## config.mk

```make
export PLATFORM = sky130hd
export DESIGN_NAME = cpu_step_monitor
export DESIGN_NICKNAME = d
export VERILOG_FILES = /design/src/rtl/cpu_step_monitor.sv
export SDC_FILE = /design/constraint.sdc
export NUM_CORES = 1
export LEC_CHECK = 0
export CAP_MARGIN = 20
export CORE_MARGIN = 2
export CORE_UTILIZATION = 45
export CTS_BUF_LIST = sky130_fd_sc_hd__clkbuf_4
export DETAILED_ROUTE_END_ITERATION = 8
export HOLD_SLACK_MARGIN = 0.08
export PLACE_DENSITY = 0.64
export SYNTH_ARGS = -nofsm -noshare
export SYNTH_HDL_FRONTEND = slang
export SYNTH_SLANG_ARGS = --single-unit
export TNS_END_PERCENT = 50
```

## constraint.sdc

```tcl
create_clock -name clk_100MHz -period 2.5 [get_ports clk_100MHz]
set_input_delay 0.625 -clock clk_100MHz [delete_from_list [all_inputs] [get_ports clk_100MHz]]
set_output_delay 0.625 -clock clk_100MHz [all_outputs]
set_load 0.05 [all_outputs]
```

## src/rtl/cpu_step_monitor.sv

```systemverilog
// -----------------------------------------------------------------------------
// cpu_step_monitor
//
// Front panel for single-stepping a small CPU on an FPGA board. A raw push
// button is synchronised and debounced, and each debounced press issues CPU
// clock-enable pulses according to the selected mode: one pulse, a burst of
// BURST_LEN pulses, or continuous free-run. The cycle after every pulse the CPU
// result and flags are captured into a small circular history buffer, and any
// history entry can be viewed one byte at a time on the LEDs.
//
// Parameters
//   DATA_W     monitored result width (multiple of 8)
//   DEPTH      history entries (power of 2, >= 2)
//   DEB_CYCLES cycles the synchronised button must stay changed to be accepted
//   BURST_LEN  pulses issued per burst (>= 1)
//
// Ports
//   clk_100MHz  in   system clock, all logic on the rising edge
//   rst         in   asynchronous active-low reset (release is synchronised)
//   step_btn    in   raw, unsynchronised push button
//   mode        in   00 single-step, 01 burst, 10 free-run, 11 halt
//   cpu_result  in   CPU ALU result
//   cpu_zf      in   CPU zero flag
//   cpu_of      in   CPU overflow flag
//   byte_sel    in   LED view: result byte index, DATA_W/8 = flags, above = 0
//   hist_sel    in   history entry, 0 = most recent capture
//   cpu_step    out  registered one-cycle CPU clock-enable pulse
//   busy        out  high while bursting or free-running
//   step_cnt    out  number of cpu_step pulses issued (wraps)
//   LED         out  registered display byte
// -----------------------------------------------------------------------------
module cpu_step_monitor #(
  parameter int DATA_W     = 32,
  parameter int DEPTH      = 8,
  parameter int DEB_CYCLES = 1000000,
  parameter int BURST_LEN  = 16
) (
  input  logic                        clk_100MHz,
  input  logic                        rst,
  input  logic                        step_btn,
  input  logic [1:0]                  mode,
  input  logic [DATA_W-1:0]           cpu_result,
  input  logic                        cpu_zf,
  input  logic                        cpu_of,
  input  logic [$clog2(DATA_W/8):0]   byte_sel,
  input  logic [$clog2(DEPTH)-1:0]    hist_sel,
  output logic                        cpu_step,
  output logic                        busy,
  output logic [15:0]                 step_cnt,
  output logic [7:0]                  LED
);

  localparam int NB    = DATA_W / 8;
  localparam int BS_W  = $clog2(NB) + 1;
  localparam int HS_W  = $clog2(DEPTH);
  localparam int VC_W  = HS_W + 1;
  localparam int DC_W  = $clog2(DEB_CYCLES + 1);
  localparam int BC_W  = $clog2(BURST_LEN + 1);
  localparam int ENT_W = DATA_W + 2;

  localparam logic [1:0] MODE_SINGLE = 2'b00;
  localparam logic [1:0] MODE_BURST  = 2'b01;
  localparam logic [1:0] MODE_RUN    = 2'b10;

  localparam logic [DC_W-1:0] DEB_LAST   = DC_W'(DEB_CYCLES - 1);
  localparam logic [BC_W-1:0] BURST_LOAD = BC_W'(BURST_LEN - 1);
  localparam logic [VC_W-1:0] VLD_FULL   = VC_W'(DEPTH);

  typedef enum logic [1:0] {
    ST_IDLE   = 2'd0,
    ST_SINGLE = 2'd1,
    ST_BURST  = 2'd2,
    ST_RUN    = 2'd3
  } state_t;

  // Display view of one history entry {of, zf, result}: a result byte, the
  // flag byte {OF,000000,ZF}, or zero for out-of-range selections.
  function automatic logic [7:0] view_byte(input logic [ENT_W-1:0] entry,
                                           input logic [BS_W-1:0]  sel);
    logic [7:0] v;
    v = 8'h00;
    for (int i = 0; i < NB; i++) begin
      if (sel == BS_W'(i)) v = entry[i*8 +: 8];
    end
    if (sel == BS_W'(NB)) v = {entry[ENT_W-1], 6'b000000, entry[ENT_W-2]};
    return v;
  endfunction

  // Reset synchroniser: assertion passes straight through, release waits two
  // edges so no flop leaves reset on an edge close to the rst transition.
  logic rst_meta;
  logic rst_sync;

  always_ff @(posedge clk_100MHz or negedge rst) begin
    if (!rst) begin
      rst_meta <= 1'b0;
      rst_sync <= 1'b0;
    end else begin
      rst_meta <= 1'b1;
      rst_sync <= rst_meta;
    end
  end

  // Stage p0: button synchroniser and debounce
  logic            btn_meta;
  logic            btn_sync;
  logic            deb_level;
  logic            deb_prev;
  logic [DC_W-1:0] deb_cnt;
  logic            press;

  always_ff @(posedge clk_100MHz or negedge rst_sync) begin
    if (!rst_sync) begin
      btn_meta  <= 1'b0;
      btn_sync  <= 1'b0;
      deb_level <= 1'b0;
      deb_prev  <= 1'b0;
      deb_cnt   <= '0;
    end else begin
      btn_meta <= step_btn;
      btn_sync <= btn_meta;
      deb_prev <= deb_level;
      // Any sample that agrees with the accepted level restarts the count,
      // so a bounce shorter than DEB_CYCLES never reaches the FSM.
      if (btn_sync == deb_level) begin
        deb_cnt <= '0;
      end else if (deb_cnt == DEB_LAST) begin
        deb_level <= btn_sync;
        deb_cnt   <= '0;
      end else begin
        deb_cnt <= deb_cnt + 1'b1;
      end
    end
  end

  // One-cycle event on the debounced rising edge only.
  assign press = deb_level & ~deb_prev;

  // Stage p1: step FSM
  state_t          state;
  state_t          next_state;
  logic            step_nxt;
  logic [BC_W-1:0] burst_cnt;
  logic [BC_W-1:0] burst_nxt;

  // burst_cnt holds the pulses still to come after the one currently on
  // cpu_step. Entering BURST loads BURST_LEN and immediately spends one on
  // the first pulse, which goes out together with the state change.
  always_ff @(posedge clk_100MHz or negedge rst_sync) begin
    if (!rst_sync) begin
      state     <= ST_IDLE;
      cpu_step  <= 1'b0;
      burst_cnt <= '0;
      step_cnt  <= 16'h0000;
    end else begin
      state     <= next_state;
      cpu_step  <= step_nxt;
      burst_cnt <= burst_nxt;
      if (step_nxt) step_cnt <= step_cnt + 16'd1;
    end
  end

  always_comb begin
    next_state = state;
    case (state)
      ST_IDLE: begin
        if (mode == MODE_RUN)                   next_state = ST_RUN;
        else if (press && mode == MODE_SINGLE)  next_state = ST_SINGLE;
        else if (press && mode == MODE_BURST)   next_state = ST_BURST;
      end
      ST_SINGLE: next_state = ST_IDLE;
      ST_BURST: begin
        if (mode != MODE_BURST || burst_cnt == '0) next_state = ST_IDLE;
      end
      ST_RUN: begin
        if (mode != MODE_RUN) next_state = ST_IDLE;
      end
      default: next_state = ST_IDLE;
    endcase
  end

  // Pulses are decided one cycle ahead so cpu_step comes straight from a flop
  // and appears the cycle after the press event. Presses outside IDLE are not
  // looked at, so they are dropped rather than queued.
  always_comb begin
    step_nxt  = 1'b0;
    burst_nxt = burst_cnt;
    case (state)
      ST_IDLE: begin
        if (mode == MODE_RUN) begin
          step_nxt = 1'b1;
        end else if (press && mode == MODE_SINGLE) begin
          step_nxt = 1'b1;
        end else if (press && mode == MODE_BURST) begin
          step_nxt  = 1'b1;
          burst_nxt = BURST_LOAD;
        end
      end
      ST_BURST: begin
        if (mode == MODE_BURST && burst_cnt != '0) begin
          step_nxt  = 1'b1;
          burst_nxt = burst_cnt - 1'b1;
        end else begin
          burst_nxt = '0;
        end
      end
      ST_RUN: begin
        if (mode == MODE_RUN) step_nxt = 1'b1;
      end
      default: begin
        step_nxt  = 1'b0;
        burst_nxt = '0;
      end
    endcase
  end

  assign busy = (state == ST_BURST) || (state == ST_RUN);

  // Stage p2: history capture, the cycle after each pulse
  logic             cap_vld_p2;
  logic [HS_W-1:0]  wr_ptr;
  logic [VC_W-1:0]  vld_cnt;
  logic [ENT_W-1:0] hist_mem [DEPTH];

  always_ff @(posedge clk_100MHz or negedge rst_sync) begin
    if (!rst_sync) begin
      cap_vld_p2 <= 1'b0;
      wr_ptr     <= '0;
      vld_cnt    <= '0;
    end else begin
      cap_vld_p2 <= cpu_step;
      if (cap_vld_p2) begin
        wr_ptr <= wr_ptr + 1'b1;
        if (vld_cnt != VLD_FULL) vld_cnt <= vld_cnt + 1'b1;
      end
    end
  end

  // Entry storage is left out of reset; a zero valid count hides stale data.
  always_ff @(posedge clk_100MHz) begin
    if (cap_vld_p2) hist_mem[wr_ptr] <= {cpu_of, cpu_zf, cpu_result};
  end

  // Stage p3: history read and LED register
  logic [HS_W-1:0]  rd_idx_p3;
  logic             rd_hit_p3;
  logic [ENT_W-1:0] rd_entry_p3;

  always_comb begin
    rd_idx_p3   = wr_ptr - HS_W'(1) - hist_sel;
    rd_hit_p3   = {1'b0, hist_sel} < vld_cnt;
    rd_entry_p3 = rd_hit_p3 ? hist_mem[rd_idx_p3] : '0;
  end

  always_ff @(posedge clk_100MHz or negedge rst_sync) begin
    if (!rst_sync) begin
      LED <= 8'h00;
    end else begin
      LED <= view_byte(rd_entry_p3, byte_sel);
    end
  end

endmodule

```

Word-level counts from Yosys, hierarchy flattened
Memory sizes are Yosys's and may differ from the RTL's.
Cells that the tools add are included.
- register bits: 66
- bits in latches: 0
- bits in writable memories: 272
- memory bits (read-only): 0
- input port bits: 45
- output and inout port bits: 26
- word-level logic and storage cells: 89
- memories kept: 1
- memories (memory ; depth ; bits a word ; read ports ; clocked after memory_dff ; write ports ; line ; text):
    hist_mem ; 8 ; 34 ; 1 ; 0 ; 1 ; 223 ; logic [ENT_W-1:0] hist_mem [DEPTH];
- add/sub/neg operators: 7
- multipliers: 0
- divide/modulo/power cells: 0
- magnitude comparators: 1
- equal/unequal tests: 20
- shift operators: 0
- muxes and demuxes: 27
- bitwise gates (word level): 4
- reduce and logical (&&, ||, !) cells: 14
- operators by type and width (cell ; count):
    two-way mux 20 bit ; 2
    two-way mux 8 bit ; 5
    two-way mux 34 bit ; 1
    adder 20 x 1 -> 20 bit (second input constant) ; 1
    == test 20 bit (second input constant) ; 1
    two-way mux 5 bit ; 4
    adder 16 x 1 -> 16 bit (second input constant) ; 1
    case mux 5 bit (3 select lines) ; 1
    != test 2 bit (second input constant) ; 6
    two-way mux 2 bit ; 5
    != test 4 bit (second input constant) ; 2
    case mux 2 bit (4 select lines) ; 1
    two-way mux 1 bit ; 7
    == test 2 bit (second input constant) ; 3
    == test 3 x 2 -> 1 bit (second input constant) ; 2
    zero test 5 bit ; 1
    nonzero test 5 bit ; 1
    subtractor 5 x 1 -> 5 bit (second input constant) ; 1
    adder 4 x 1 -> 4 bit (second input constant) ; 1
    == test 2 x 1 -> 1 bit (second input constant) ; 2
    zero test 2 bit ; 2
    less-than comparator 3 x 4 -> 1 bit ; 1
    AND reduction 2 bit ; 2
    AND reduction 4 bit ; 1
    14 further kinds ; 19

Longest topological paths before layout
An unclocked memory read counts as a cell.
- depth after elaboration: 9
- gate-level depth with buffers: 11
- gate-level depth less buffers: 8

Least setup slack after synthesis
No wires, ideal clock.
- kind: register -> register
- start point: register cap_vld_p2
- end point: memory hist_mem[0][0] in the netlist's numbering (enable)
- library setup time: 0.468 ns
- arrival time: 3.059 ns
- data required time: 2.032 ns
- slack: -1.027 ns
- cell stages (with the launch flop): 4
- path buffers: 1
- clock period less this slack: 3.527 ns
- cells stage by stage: dfrtp_1 > clkbuf_1 > nand2b_1 > nor3_1
- word-level cells in the longest chain between the ends: 2
- ends and longest elaborated chain (element ; line ; text):
    start, declared ; 220 ; logic cap_vld_p2;
    start signal, assigned ; 231 ; cap_vld_p2 <= cpu_step;
    two-way mux 1 bit ; 241 ; if (cap_vld_p2) hist_mem[wr_ptr] <= {cpu_of, cpu_zf, cpu_result};
    two-way mux 1 bit (implied by the code) ; 241 ;
    end, declared ; 223 ;
Every way passes these cells.

Worst setup path after layout
- start point: input port hist_sel[1]
- end point: register LED[0]
- word-level cells in the longest chain between the ends: 8
- elaborated cells between the ends (all ways): 9
- classes of those cells: add/sub (1); order compare (1); mux (6); memory (1)
- ends and longest elaborated chain (element ; line ; text):
    start, declared ; 46 ; input logic [$clog2(DEPTH)-1:0] hist_sel,
    subtractor 3 bit ; 250 ; rd_idx_p3 = wr_ptr - HS_W'(1) - hist_sel;
    memory read (8 x 34 bit) ; -- ;
    two-way mux 34 bit * ; 252 ; rd_entry_p3 = rd_hit_p3 ? hist_mem[rd_idx_p3] : '0;
    two-way mux 8 bit (4 in a row) ; 83 ; if (sel == BS_W'(i)) v = entry[i*8 +: 8];
    two-way mux 8 bit * ; 85 ; if (sel == BS_W'(NB)) v = {entry[ENT_W-1], 6'b000000, entry[ENT_W-2]};
    end signal, assigned ; 259 ; LED <= view_byte(rd_entry_p3, byte_sel);
    end, declared ; 50 ; output logic [7:0] LED
Every way passes the cells marked *; elsewhere a longest branch is shown, timed or not.
A chain may end at the register's enable or synchronous reset.

==> results_dict.tcl <==
set metrics [dict create \
    timing.rr.start "wr_ptr[0]" \
    worst-setup-path-type "input pin to flip-flop" \
    vias 7466 \
    cp_data_arrival_time_ns 3.37 \
    grt_pass1_vias 7872 \
    fin_crit_sh 1.10 \
    synth_ff_type "edfxtp_1" \
    grt_pass1_wl_um 43900 \
    die_w_um 178 \
    seq_area_frac_synth 0.722 \
    synth_largest_area_cell "edfxtp_1" \
    netlist_instances 748 \
    ios 71 \
    dieArea_um2 31600 \
    cts_buffers 90 \
    post-dp-hpwl_um 16700 \
    synth_top_area_frac 0.601 \
    grtUsageMet1 0.244 \
    rsz0062_at_grt "yes" \
    setup_viol 8 \
    drive_above_1_share 0.309 \
    htreeDepth 3 \
    cts_root_buf "clkbuf_4" \
    grt_antenna_before_repair 1 \
    synth-edff-count 272 \
    post_drt_via_cell_ratio 5.31 \
    antenna_left 0 \
    synth.avg_cell_area_um2 18.2 \
    drc_errors 0 \
    tritoncts "built" \
    clk_latency_ns 0.74 \
    ys_warn_count 0 \
    dp_cells 1231 \
    max_slew_margin 0.534 \
    fin_cells 1406 \
    vdd_drop_max_v 0.000597 \
    holdCritPathClass "flip-flop to asynchronous set/reset pin" \
    placementRows 63 \
    synth_cell_type_count 56 \
    netlist_area_um2 13600 \
    cp_max_fo 7 \
    timing.hold.ws_ns 0.269 \
    overflow 0 \
    status "finished, violations left" \
    routabilityCongestion 0.772 \
    maxCapViolations 0 \
    cts.path.max_buffers 3 \
    top_usage_layer "met2" \
    slew_violations 0 \
    r2r_end "LED[0]" \
    fin_ws_ns -0.257 \
    numPortBuffers 70 \
    grt_max_degree 42 \
    critPathLaunchType "input pin" \
    crit_required_ns 3.11 \
    finalPower_w 0.0186 \
    timing.fmax_ghz 0.363 \
    synth_area_leaders "edfxtp_1 (60%), dfrtp_1 (12%), mux4_2 (11%)" \
    core_um2 29700 \
    start_util 0.457 \
    hold_viol_final 0 \
    synth_common_cells "edfxtp_1 (272), dfrtp_1 (66), mux4_2 (64)" \
    nets 1003 \
    yosys_register_bits 338 \
    tightest_slew_ns 0.698 \
    first_pass_iters 5 \
    cp-end-kind "flip-flop" \
    use_met3 0.0424 \
    clkTransAtPathRegs_ns 0.07 \
    yosysMostFrequentCell "edfxtp_1" \
    final_core_util 0.563 \
    p_leak_nw 6.09 \
    min_period_ns 2.76 \
    track_usage 0.187 \
    wl_per_cell_um 19.9 \
    clock_skew_ns 0.0624 \
    synthArstFlopShare 0.195 \
    drt-initial-drc-count 539 \
    met2_usage 0.312 \
    r2r_slack_ns -0.20 \
    cts_num_sinks 338 \
    violations "negative setup slack" \
    routed_wl_um 28000 \
    reg2reg_depth 9 \
    powerDensity_nw_per_um2 1110 \
    synth_fp_nets 803 \
    die_h_um 178 \
    area_delta_synth_final_pct 23.1 \
]
[kinds of logic (layout without fill, tap and decap cells)]
kind of cell             count (synthesis)  count (layout)  synth area share
flip-flops                             338             338             0.722
buffers and inverters                   39             305            0.0174
AO/OA/AOI/OAI                           51              51            0.0256
adder cells (fa/ha/maj)                 10              10           0.00976
multiplexers                           107             107             0.138
XOR/XNOR                                41              41            0.0275
AND/OR/NAND/NOR                        161             161            0.0588
other                                    1               3          0.000276
[metal layers]
metal  up-vias  share of wire
li1       3419              -
met1      3800           0.43
met2       208           0.50
met3        39          0.052
met4         0          0.014
met5         -              0
[layout make-up]
class / instances / area [µm²]
inverters: 10 / 37.5
diodes: 2 / 5.00
clock inverters: 30 / 204
clock buffers: 128 / 961
repair buffers: 137 / 1490
fillers: 2327 / 13000
multi-input cells: 371 / 3730
flip-flops and latches: 338 / 9820
well taps: 390 / 488
[per-stage QoR]
step	setup TNS [ns]	worst slack [ns]	instance area, µm²
3_5_place_dp	-8.08	-1.07	15300
4_1_cts	-1.31	-0.205	16700
5_1_grt	-1.92	-0.311	16700
3_3_place_gp	-7.96	-1.02	15300
2_1_floorplan	-23.37	-0.118	13700
6_report	-1.54	-0.257	16700
[what timing repair did]
item / in CTS / in global routing
pin swaps: 10 / 8
buffers inserted: 10 / 2
hold buffers: 1 / 0
cloned: 4 / 0
resized for setup: 60 / 7
hold endpoints to repair: 2 / 0
endpoints found under the setup margin: 34 / 12
[how the worst max path moves through the flow]
stage	startpoint	to	slack [ns]	cells after the start
final	hist_sel[1]	LED[0]	-0.26	10
after floorplan	cap_vld_p2	hist_mem[5][0]	-0.12	3
after global routing	wr_ptr[0]	LED[0]	-0.31	9
after global placement	hist_sel[0]	LED[7]	-1.02	9
after CTS	wr_ptr[0]	LED[0]	-0.21	9
after detailed placement	hist_sel[0]	LED[4]	-1.07	11
[power by group]
group | internal, W | switching [W]
combinational | 0.00358 | 0.00335
sequential | 0.00660 | 0.000275
clock | 0.00258 | 0.00218
total | 0.0128 | 0.00581
[cells in the final DEF, fill, tap and decap left out, types with 12 or more instances in the layout]
master / netlist / layout
buf_12: 0 / 18
nand3_1: 15 / 15
nand4_1: 12 / 12
buf_4: 10 / 39
nand2b_1: 12 / 12
xnor2_1: 19 / 19
clkbuf_4: 0 / 128
dfrtp_1: 66 / 65
dlygate4sd2_1: 0 / 25
edfxtp_1: 272 / 272
nand2_1: 30 / 30
mux4_2: 64 / 64
nor2_1: 49 / 43
clkinv_1: 0 / 18
clkdlybuf4s50_1: 0 / 43
mux2i_1: 35 / 25
xor2_1: 21 / 21
[worst max-delay path, stage by stage]
cell,delay [ns]
clkdlybuf4s50_1,0.54
inv_1,0.09
fa_4,0.96
buf_6,0.14
buf_16,0.12
mux4_2,0.28
mux2i_1,0.19
o22ai_1,0.10
o211ai_1,0.19
o311ai_1,0.12
[state kept, by name, summed over array words and instances, names as in the netlist, 2 cells and up]
name       cells
hist_mem     272
step_cnt      16
burst_cnt      5
deb_cnt       20
wr_ptr         3
LED            8
state          2
vld_cnt        4
Note: power is estimated with default switching activity, not from simulation.
==> edit 1, RTL diff (same settings) <==
Put a register stage on the output `busy`, cleared by the reset. The value now appears one clock later. The other outputs are not delayed to match.
--- a/src/rtl/cpu_step_monitor.sv
+++ b/src/rtl/cpu_step_monitor.sv
@@ -216,3 +216,9 @@
 
-  assign busy = (state == ST_BURST) || (state == ST_RUN);
+  always_ff @(posedge clk_100MHz or negedge rst) begin
+    if (!rst) begin
+      busy <= '0;
+    end else begin
+      busy <= (state == ST_BURST) || (state == ST_RUN);
+    end
+  end
 
Behaviour: not the same (a bounded check fails within 4 cycles, from zero or initial values and one cycle with rst low).
==> edit 1 against the unedited design <==
- the run still ends with setup timing left
- sequential share of layout area up 1.1 points
- sequential cell count up 1
- worst setup slack better by 0.18 ns
- total power down 2.9%
- first-iteration DRC count up 13%
- maximum frequency up 7.1%
- wire length up 2.4%
- synthesized area up 0.18%
- global-route usage up 0.15 points
- sequential power about the same
- design area down 1.6%
- critical path type unchanged
- highest routed layer unchanged
==> edit 1: results <==
group,metric,value,unit
timing,setup_viol,6,
cells_and_area,seqCellArea,0.009846,mm^2
cells_and_area,n_all_buffers,120,
cells_and_area,n_clock_buffer,122,
placed_design,place_inst,1224,
cells_and_area,fillCellCount,2301,
grt,grt_pass1_wl,44260,um
logic_synthesis,syn_avg_cell_area,18.18,um^2
power,vdd_drop_max,0.0004726,V
grt,grtUsageTotal,18.82,%
setup_path,cpPeakStageDelay,0.63,ns
timing,timing.final.ws_setup,-0.07500,ns
cells_and_area,nFlopsAndLatches,339,
status,outcome,"complete, but fails checks",
cells_and_area,multiInputGateArea,0.003671,mm^2
logic_synthesis,yosysSeqAreaShare,72.28,%
power,p_leak,5.977,nW
grt,grtUsageMet3,4.369,%
drt,drtIter0Drc,607,
cts,clock_latency,0.71,ns
grt,grt_use_met1,24.39,%
power,pwr-share-comb,36.0,%
cells_and_area,area_growth,20.92,%
timing,fin_tns_setup,-0.1885,ns
placed_design,gp_congestion,0.8284,
setup_path,crit_arrival,3.15,ns
setup_path,crit_family,"buffers and inverters",
logic_synthesis,syn-num-nets,804,
placed_design,post-place-ws,-0.8134,ns
placed_design,placed_cell_area,0.01526,mm^2
grt,grt_pass1_vias,7902,
timing,skew,0.03337,ns
cells_and_area,nonClkBufAreaFrac,8.023,%
logic_synthesis,synth-async-reset-ratio,19.76,%
drt,vias_per_cell,5.393,
cells_and_area,diodes,1,
placed_design,dp_hpwl,16700,um
setup_path,cp_max_fo,17,
grt,gr-usage-met2,30.70,%
timing,tightest_slew,0.7799,ns
drt,vias,7480,
logic_synthesis,synthTopCellsByCount,"edfxtp_1 (272), dfrtp_1 (67), mux4_2 (64), nor2_1 (49), mux2i_1 (35)",
status,violations,"setup timing",
cts,cts_made_buffers,88,
edit 1: changes by cell type after synthesis, sizes merged:
cell,unedited run,this run
dfrtp,66,67
edit 1: cells by family after synthesis:
logic type | count (synthesis) | synth area share [%]
AOI/OAI and AO/OA | 51 | 2.554
xor gates and xnor gates | 41 | 2.747
adders and majority gates | 10 | 0.9737
buffers and inverters | 39 | 1.736
DFF | 339 | 72.28
muxes | 107 | 13.82
other | 1 | 0.02753
and+or+nand+nor | 161 | 5.870
edit 1: per-layer routing:
metal / vias to the layer above / share of wire [%]
met5: - / 0
met4: 0 / 2.0
met3: 51 / 5.9
met2: 226 / 51
met1: 3824 / 41
li1: 3379 / -
edit 1: timing repair:
action / 4_1_cts / 5_1_grt
pin swaps: 0 / 1
endpoints found under the setup margin: 31 / 11
buffers inserted: 0 / 4
cloned: 0 / 1
hold endpoints to repair: 3 / 0
gates resized for setup: 28 / 13
hold buffers: 1 / 0
==> edit 2, RTL diff (same flow settings) <==
Without the edit above. The parameter `DEB_CYCLES` goes from 1000000 to 500000.
--- a/src/rtl/cpu_step_monitor.sv
+++ b/src/rtl/cpu_step_monitor.sv
@@ -34,3 +34,3 @@
   parameter int DEPTH      = 8,
-  parameter int DEB_CYCLES = 1000000,
+  parameter int DEB_CYCLES = 500000,
   parameter int BURST_LEN  = 16
Formal check against the unedited RTL: same outputs for any inputs over 10 cycles, from zero or initial values and one cycle with rst low; that may be too few to reach the edited logic, so the function may still have changed.
==> edit 2 against the unedited design <==
- the flow still finishes with violations (setup timing)
- total power shrank 2.1%
- via count grew 1.2%
- non-clock buffer count grew 4
- die area is essentially flat
- count of clock-buffer cells in the layout grew 4
- highest routed layer is now met5
- sequential cell count shrank 1
- worst setup slack gained 0.12 ns
- register-to-register slack gained 0.06 ns
- critical endpoint is now LED[3]
- design area shrank 0.71%
- wire length grew 2.6%
- synthesized area is essentially flat
==> edit 2: results <==
group,metric,value,unit
logic_synthesis,syn-num-nets,817,
status,outcome,"complete, but fails checks",
timing,setup_viol,7,
setup_path,critPathCapture,"LED[3]",
grt,grtUsageTotal,19.17,%
logic_synthesis,yosysSeqAreaShare,72.03,%
cts,cts_made_buffers,88,
drt,wl_per_cell,20.26,um
grt,grt_max_degree,64,
power,p_leak,6.071,nW
logic_synthesis,synthTopCellsByCount,"edfxtp_1 (272), dfrtp_1 (65), mux4_2 (54), nand2_1 (49), nor2_1 (40)",
grt,grt_pass1_vias,7985,
cells_and_area,top_regs,"hist_mem: 272 flops, deb_cnt: 19 flops, step_cnt: 16 flops",
placed_design,dp_hpwl,16900,um
setup_path,crit_arrival,3.25,ns
logic_synthesis,synth-async-reset-ratio,19.29,%
status,violations,"setup timing",
timing,slew_headroom,41.66,%
grt,antenna_found_initial,6,
cells_and_area,nets,1017,
power,vdd_drop_max,0.0005720,V
min_path,min_path_type,"reg -> reg",
logic_synthesis,synthTopCellsByArea,"edfxtp_1 (60%), dfrtp_1 (12%), mux4_2 (8.9%)",
setup_path,crit_type,"reg -> reg",
placed_design,post-place-ws,-1.076,ns
timing,skew,0.06230,ns
drt,drtIter0Drc,573,
cells_and_area,drive_above_1_share,29.18,%
drt,vias_per_cell,5.326,
timing,timing.final.ws_setup,-0.1358,ns
placed_design,gp_congestion,0.7961,
-- edit 2: worst min-delay path by stage --
stage	from	end	cells past startpoint
after floorplan	rst	rst_meta	0
after global placement	rst_meta	rst_sync	0
after global routing	step_btn	btn_meta	1
after CTS	step_btn	btn_meta	1
after detailed placement	rst_meta	rst_sync	0
final	rst_meta	rst_sync	0
-- edit 2: cell families (layout without fill, tap and decap cells) --
logic type / count (synthesis) / in the layout / synth area share, %
buffers and inverters: 43 / 309 / 1.896
AND/OR/NAND/NOR: 182 / 182 / 6.662
adder cells (fa/ha/maj): 10 / 10 / 0.9755
AO/OA/AOI/OAI: 62 / 62 / 3.018
multiplexers: 86 / 86 / 12.53
XOR/XNOR: 41 / 41 / 2.853
other: 1 / 2 / 0.02758
flip-flops: 337 / 337 / 72.03
-- edit 2: cell type report --
type | instances | area (um^2)
multi-input combinational | 382 | 3686
timing repair buffer | 141 | 1488
fill | 2385 | 13100
clock inverter | 24 | 105.1
clock buffer | 132 | 991.0
antenna | 1 | 2.502
sequential | 337 | 9796
tap | 390 | 488.0
inverter | 12 | 57.56
-- edit 2: critical path, cell delays in order, from the launching register on --
cell and delay, ns:
dfrtp_1 0.42, ha_4 0.18, fa_2 0.64, buf_12 0.16, buf_12 0.13, mux4_2 0.30
mux4_2 0.53, a21oi_2 0.13, nor2_1 0.04
-- edit 2: per-layer routing --
| layer | routed length, um | global-route usage [%] |
|---|---|---|
| met1 | 12140 | 25.10 |
| met2 | 13820 | 30.02 |
| met3 | 1890 | 5.249 |
| met4 | 854 | 8.709 |
| met5 | 44 | 0 |
-- edit 2: repair_timing --
| action | in CTS | in global routing |
|---|---|---|
| pin swaps | 10 | 5 |
| buffers inserted | 2 | 0 |
| cloned | 2 | 0 |
| hold endpoints to repair | 2 | 0 |
| hold buffers | 1 | 0 |
| setup endpoints to repair | 34 | 7 |
| gates resized for setup | 44 | 1 |
-- edit 2: where the power goes --
part	switching [mW]	internal, mW
logic	3.33	3.41
clock network	2.18	2.42
registers	0.255	6.60
total	5.76	12.4
-- edit 2: per-stage QoR --
| stage | setup TNS [ns] | hold WS, ns | instance area, um^2 | std cells |
|---|---|---|---|---|
| final | -0.6991 | 0.3460 | 16610 | 1419 |
| after global routing | -1.351 | 0.3048 | 16610 | 1419 |
| after global placement | -7.684 | 0.3389 | 15410 | 1258 |
| after floorplan | -12.32 | 0.3294 | 13660 | 762 |
| after detailed placement | -7.908 | 0.3363 | 15410 | 1258 |
| after CTS | -0.4839 | 0.3077 | 16630 | 1419 |
